## src/rtl/addsub_pkg.sv

```systemverilog
// Shared width and FSM encodings for the add/subtract arbiter.
package addsub_pkg;

  localparam int WIDTH = 6;

  typedef enum logic [1:0] {
    IDLE = 2'd0,
    EXEC = 2'd1,
    DONE = 2'd2
  } state_t;

endpackage

```

## src/rtl/addsub_unit.sv

```systemverilog
// Combinational WIDTH-bit adder/subtractor; cobo is carry-out on add, no-borrow on subtract.
module addsub_unit #(
  parameter int WIDTH = addsub_pkg::WIDTH
) (
  input  logic [WIDTH-1:0] a,
  input  logic [WIDTH-1:0] b,
  input  logic             m,
  output logic             cobo,
  output logic [WIDTH-1:0] sd
);

  logic [WIDTH-1:0] w_b_op;
  logic [WIDTH:0]   w_res;

  // Subtract is a + ~b + 1, so the carry-in doubles as the mode bit.
  assign w_b_op = m ? ~b : b;
  assign w_res  = {1'b0, a} + {1'b0, w_b_op} + {{WIDTH{1'b0}}, m};

  assign cobo = w_res[WIDTH];
  assign sd   = w_res[WIDTH-1:0];

endmodule

```

## src/rtl/addsub6_arbiter.sv

```systemverilog
// Two-requester round-robin front end sharing one add/subtract unit, one op per 3 cycles.
//
//   state | meaning
//   IDLE  | waiting for a request; arbitrates and latches operands on the edge
//   EXEC  | gnt of the winner high; result loaded into sd/cobo on the edge
//   DONE  | done of the winner pulses for one cycle, then back to IDLE
module addsub6_arbiter #(
  parameter int WIDTH = addsub_pkg::WIDTH
) (
  input  logic             clk,
  input  logic             rst_n,
  input  logic             req0,
  input  logic             req1,
  input  logic [WIDTH-1:0] a0,
  input  logic [WIDTH-1:0] b0,
  input  logic [WIDTH-1:0] a1,
  input  logic [WIDTH-1:0] b1,
  input  logic             m0,
  input  logic             m1,
  output logic             gnt0,
  output logic             gnt1,
  output logic             done0,
  output logic             done1,
  output logic [WIDTH-1:0] sd,
  output logic             cobo,
  output logic             busy
);

  import addsub_pkg::*;

  state_t           r_state;
  logic [WIDTH-1:0] r_a;
  logic [WIDTH-1:0] r_b;
  logic             r_m;
  logic             r_gid;
  logic             r_last;
  logic             r_gnt0;
  logic             r_gnt1;
  logic             r_done0;
  logic             r_done1;
  logic [WIDTH-1:0] r_sd;
  logic             r_cobo;

  logic             w_any;
  logic             w_pick;
  logic [WIDTH-1:0] w_sd;
  logic             w_cobo;

  // On a tie the requester not served last wins; otherwise the lone requester wins.
  assign w_any  = req0 | req1;
  assign w_pick = (req0 & req1) ? ~r_last : req1;

  addsub_unit #(.WIDTH(WIDTH)) u_addsub (
    .a    (r_a),
    .b    (r_b),
    .m    (r_m),
    .cobo (w_cobo),
    .sd   (w_sd)
  );

  always_ff @(posedge clk or negedge rst_n) begin
    if (!rst_n) begin
      r_state <= IDLE;
      r_a     <= '0;
      r_b     <= '0;
      r_m     <= 1'b0;
      r_gid   <= 1'b0;
      r_last  <= 1'b1;
      r_gnt0  <= 1'b0;
      r_gnt1  <= 1'b0;
      r_done0 <= 1'b0;
      r_done1 <= 1'b0;
      r_sd    <= '0;
      r_cobo  <= 1'b0;
    end else begin
      case (r_state)
        IDLE: begin
          r_done0 <= 1'b0;
          r_done1 <= 1'b0;
          if (w_any) begin
            r_gid   <= w_pick;
            r_last  <= w_pick;
            r_a     <= w_pick ? a1 : a0;
            r_b     <= w_pick ? b1 : b0;
            r_m     <= w_pick ? m1 : m0;
            r_gnt0  <= ~w_pick;
            r_gnt1  <= w_pick;
            r_state <= EXEC;
          end
        end
        EXEC: begin
          r_gnt0  <= 1'b0;
          r_gnt1  <= 1'b0;
          r_sd    <= w_sd;
          r_cobo  <= w_cobo;
          r_done0 <= ~r_gid;
          r_done1 <= r_gid;
          r_state <= DONE;
        end
        DONE: begin
          r_done0 <= 1'b0;
          r_done1 <= 1'b0;
          r_state <= IDLE;
        end
        default: begin
          r_gnt0  <= 1'b0;
          r_gnt1  <= 1'b0;
          r_done0 <= 1'b0;
          r_done1 <= 1'b0;
          r_state <= IDLE;
        end
      endcase
    end
  end

  assign gnt0  = r_gnt0;
  assign gnt1  = r_gnt1;
  assign done0 = r_done0;
  assign done1 = r_done1;
  assign sd    = r_sd;
  assign cobo  = r_cobo;
  assign busy  = (r_state != IDLE);

endmodule

```

## config.mk

```make
export PLATFORM = sky130hd
export DESIGN_NAME = addsub6_arbiter
export DESIGN_NICKNAME = d
export VERILOG_FILES = /design/src/rtl/addsub_pkg.sv /design/src/rtl/addsub_unit.sv /design/src/rtl/addsub6_arbiter.sv
export SDC_FILE = /design/constraint.sdc
export NUM_CORES = 1
export LEC_CHECK = 0
export ABC_AREA = 1
export BUFFER_PORTS_ARGS = -buffer_cell sky130_fd_sc_hd__buf_4
export CORE_UTILIZATION = 45
export CTS_BUF_LIST = sky130_fd_sc_hd__clkbuf_8
export CTS_CLUSTER_SIZE = 25
export DETAILED_ROUTE_END_ITERATION = 8
export PLACE_DENSITY = 0.68
export SLEW_MARGIN = 20
export SYNTH_ARGS = -nofsm -noshare
export SYNTH_HDL_FRONTEND = slang
export SYNTH_HIERARCHICAL = 1
export SYNTH_SLANG_ARGS = --single-unit
```

## constraint.sdc

```tcl
create_clock -name clk -period 3 [get_ports clk]
set_input_delay 0.6 -clock clk [delete_from_list [all_inputs] [get_ports clk]]
set_output_delay 0.6 -clock clk [all_outputs]
set_load 0.05 [all_outputs]
```

## Yosys cells after proc, flatten, opt, wreduce, memory -nomap -nowiden

Index checks and enable logic that the tools add are counted.

| cells by class | value |
|---|---|
| order comparisons | 0 |
| bitwise gates (word level) | 7 |
| reductions and logical operators | 4 |
| shifts and indexed selects | 0 |
| equality and inequality tests | 3 |
| multiply operators | 0 |
| div/mod/pow operators | 0 |
| multiplexer cells | 13 |
| $add $sub $neg | 2 |

Operators with widths:

| cell | number |
|---|---|
| 6-bit two-way mux | 3 |
| 6-bit by 6-bit adder with 7-bit output | 1 |
| 7-bit by 1-bit adder with 7-bit output | 1 |
| 1-bit two-way mux | 6 |
| 6-bit NOT | 1 |
| 1-bit NOT | 4 |
| 1-bit case mux with 2 select lines | 2 |
| 2-bit case mux with 2 select lines | 1 |
| 2-bit AND reduction | 2 |
| 2-bit by 1-bit == test with 1-bit output, second input constant | 1 |
| 2-bit == test, second input constant | 1 |
| 2-bit zero test | 1 |
| 2-bit two-way mux | 1 |
| 2-bit inequality test, second input constant | 1 |
| 2-bit nonzero test | 1 |
| 1-bit AND | 1 |
| 1-bit bitwise OR | 1 |

| word-level totals | value |
|---|---|
| memories kept | 0 |
| bits in read-only memories | 0 |
| register bits | 28 |
| bits of input ports | 30 |
| memory bits (writable) | 0 |
| latch bits | 0 |

## Longest topological paths before layout

| depth | value |
|---|---|
| depth in word-level cells | 5 |
| mapped depth | 11 |

## Modules after synthesis

Netlist, hierarchy kept.

Modules (own cells, without submodules):

| module | cells an instance | area each (um^2) | times used | sequential area each (um^2) |
|---|---|---|---|---|
| addsub6_arbiter | 156 | 1321.3 | 1 | 701.9 |
| addsub_unit | 48 | 324.1 | 1 | 0.0 |

## Least setup slack after synthesis

Ideal clock, no wire load.

| timing | value |
|---|---|
| path kind | reg2reg |
| start point | register r_m |
| end point | register r_sd[4] (netlist: sd[4]) |
| stages on the path, launching flop included | 9 |
| arrival time | 1.487 ns |
| slack | 1.396 ns |
| path through | dfrtp_1 > buf_6 > xor2_1 > fa_1 > nand3_1 > nand2_1 > xor2_1 > nand2_1 > nand2_1 |

| on the way | value |
|---|---|
| longest elaborated chain between the ends | 3 |

Ends and longest elaborated chain:

| element | RTL line | text |
|---|---|---|
| start: declaration | addsub6_arbiter.sv:34 | `logic r_m;` |
| start signal: assignment | addsub6_arbiter.sv:85 | `r_m <= w_pick ? m1 : m0;` |
| 6-bit two-way mux | addsub_unit.sv:16 | `assign w_b_op = m ? ~b : b;` |
| 6-bit by 6-bit adder with 7-bit output | addsub_unit.sv:17 | `assign w_res = {1'b0, a} + {1'b0, w_b_op} + {{WIDTH{1'b0}}, m};` |
| 7-bit by 1-bit adder with 7-bit output (*) | addsub_unit.sv:17 |  |
| named net w_sd[4] | addsub6_arbiter.sv:46 | `logic [WIDTH-1:0] w_sd;` |
| end signal: assignment | addsub6_arbiter.sv:94 | `r_sd <= w_sd;` |
| end: declaration | addsub6_arbiter.sv:41 | `logic [WIDTH-1:0] r_sd;` |

Mark *: on every way through the listed nets, which the timed path passes. The rest lies on a longest branch.
A chain may end at the register's enable or synchronous reset.

## Worst setup path in the final report

| timing | value |
|---|---|
| start point | register r_m |
| end point | register r_sd[5] (netlist: sd[5]) |

The elaborated chain is that of the path after synthesis.

==> flow_metrics.env <==
export IMPL_run_status="complete, no violations"
export IMPL_yosysTopAreaCell="dfrtp_1"
export IMPL_power_density_nw_per_um2=1224
export IMPL_cts_setup_buffers=0
export IMPL_syn_inst=204
export IMPL_critical_path_class="reg2reg"
export IMPL_rsz0062_at_grt="no"
export IMPL_clock_skew_ns=0.006641
export IMPL_fillCellCount=321
export IMPL_async_flop_share_pct=100.0
export IMPL_root_buffer="clkbuf_8"
export IMPL_antenna_cells=0
export IMPL_first_pass_iters=4
export IMPL_coreArea_um2=3416
export IMPL_place_congestion=0.8364
export IMPL_tightest_slew_ns=0.3616
export IMPL_fin_crit_sh_pct=58.35
export IMPL_finalWirelength_mm=2.926
export IMPL_clk_pin_slew_ns=0.10
export IMPL_final_max_slew_violation_count=0
export IMPL_setup_viol=0
export IMPL_grtUsageTotal_pct=16.92
export IMPL_hold_class="in2async"
export IMPL_synthesis_nets=241
export IMPL_h_tree_depth=1
export IMPL_yosysSeqAreaShare_pct=42.66
export IMPL_grt_pass1_wl_mm=5.230
export IMPL_path_max_fanout=7
export IMPL_num_vias=1313
export IMPL_multiInputGateArea_um2=807.0
export IMPL_drt_initial_drc_count=38
export IMPL_clockBufferDepth=2
export IMPL_synth_top_cell_area_share_pct=41.06
export IMPL_p_leak_nw=1.151
export IMPL_cts_resized=0
export IMPL_grt_pass1_vias=1177
export IMPL_slew_headroom_pct=75.89
export IMPL_reg2regPathDepth=10
export IMPL_cts_tree="yes"
export IMPL_drive_gt1_share_pct=24.38
export IMPL_setup_tns_ns=0
export IMPL_wl_per_cell_um=10.16
export IMPL_start_util_pct=48.17
export IMPL_grt_overflow=0
export IMPL_syn_mean_instance_area_um2=8.065
export IMPL_crit_required_ns=3.17
export IMPL_timing_final_hold_violations=0
export IMPL_place_hpwl_mm=2.185
export IMPL_postCtsHoldBufs=0
export IMPL_synth_seq_cells=28
export IMPL_synthTopCellsByCount="87 x nand2_1, 27 x dfrtp_1, 18 x inv_1, 16 x nand3_1, 9 x nand3b_1"
export IMPL_rr_startpoint="r_m"
export IMPL_synth_warning_count=6
export IMPL_timing_fmax_ghz=0.5713
export IMPL_synth_most_common_cell="nand2_1"
export IMPL_max_vdd_ir_drop_v=0.0003670
export IMPL_grt_max_degree=29
export IMPL_maxCapViolations=0
export IMPL_numCtsBuffers=3
export IMPL_timing_final_crit_period_ns=1.750
export IMPL_portBuffers=41
export IMPL_post_route_drc_count=0
export IMPL_die_h_um=62.47
export IMPL_ant_nets=0
export IMPL_start_kind="flip-flop"
export IMPL_dieArea_um2=3902
export IMPL_fp_row_count=21
export IMPL_design_area_um2=2023
export IMPL_seq_area_um2=701.9
export IMPL_cts_sinks=28
export IMPL_die_x_um=62.47
export IMPL_end_kind="flip-flop"
export IMPL_ios=42
export IMPL_rr_endpoint="sd[5]"
export IMPL_antenna_found_initial=0
export IMPL_clock_latency_ns=0.27
export IMPL_viasPerCell=4.559
export IMPL_r2r_slack_ns=1.25
export IMPL_area_delta_synth_final_pct=22.97
export IMPL_place_area_um2=1952
export IMPL_fin_nets=280
export IMPL_synth_area_leaders="dfrtp_1 41%, nand2_1 20%, nand3_1 4.9%, ha_1 4.6%, xor2_1 4.3%"
export IMPL_syn_area_um2=1645
export IMPL_synth_edff_count=0
export IMPL_ys_types=23
export IMPL_worst_ep_arrival_time_ns=1.92
export IMPL_synth_main_ff_cell="dfrtp_1"
stage by stage:
stage	power (mW)	hold WS, ns	utilization [%]	setup slack, ns	cells
floorplan	1.888	0.3044	-	1.396	204
global placement	2.178	0.4113	57.14	1.313	284
detailed placement	2.192	0.4133	57.14	1.277	284
CTS	2.495	0.2370	59.23	1.237	288
global route	2.724	0.2386	59.23	1.093	288
finish	2.476	0.2209	59.23	1.250	288
how the worst max path moves through the flow:
stage | cells after the start | slack [ns] | startpoint | endpoint
floorplan | 8 | 1.40 | r_m | sd[4]
global placement | 7 | 1.31 | r_m | sd[4]
detailed placement | 7 | 1.28 | r_m | sd[4]
CTS | 10 | 1.24 | r_m | sd[5]
global route | 10 | 1.09 | r_m | sd[5]
finish | 10 | 1.25 | r_m | sd[5]
report_power, final:
part	leakage [nW]	internal, mW	switching, mW
Clock	0.0357	0.179	0.115
Combinational	0.769	0.535	0.953
Sequential	0.346	0.566	0.128
Total	1.15	1.28	1.20
cells in the final DEF, fill, tap and decap left out, types with 2 or more instances in the layout:
cell type	synthesis	final
nand2_4	2	2
clkbuf_8	0	3
inv_1	18	18
o21ai_0	2	2
nand4_1	2	2
nand3_2	4	4
xor2_1	8	8
nand2_2	4	4
nor2_1	3	3
nand2_1	87	87
nand3b_1	9	9
a21oi_1	3	3
buf_4	2	41
nand3_1	16	16
dfrtp_1	27	27
ha_1	6	6
layer usage:
layer  vias to the layer above  GRT usage, %  wire length, um
met5                         -             0                0
met3                         4         2.190               97
met1                       565         23.33             1507
met2                        36         26.36             1271
met4                         0         7.849               50
li1                        708             -                -
logic make-up (layout without fill, tap and decap cells):
logic type	Yosys count	in the layout	synth area share, %
flip-flops	28	28	42.66
AO/OA/AOI/OAI	5	5	1.521
buffers and inverters	27	65	8.288
AND/OR/NAND/NOR	129	129	37.49
adder cells (fa/ha/maj)	7	7	5.779
XOR/XNOR	8	8	4.259
sequential cells by signal, summed over array words and instances (netlist names):
| register | count |
|---|---|
| cobo | 1 |
| done0 | 1 |
| r_b | 6 |
| r_a | 6 |
| gnt0 | 1 |
| r_m | 1 |
| r_gid | 1 |
| sd | 6 |
| gnt1 | 1 |
| done1 | 1 |
| r_last | 1 |
| r_state | 2 |
worst max-delay path: stages (launching register included):
cell	delay, ns
dfrtp_1	0.57
xor2_1	0.27
ha_1	0.32
nand2_1	0.10
inv_1	0.04
nand2_1	0.08
nand3_1	0.08
nand2_1	0.06
nand2_1	0.04
nand2_1	0.05
nand2_1	0.05
layout make-up:
cell class              instances  area share, %
clock inverters                 1          1.484
well taps                      46          2.845
multi-input cells             149          39.89
repair buffers                 41          15.21
clock buffers                   3          2.041
flip-flops and latches         28          34.69
inverters                      20          3.834
Power figures use the tool's default switching activity.
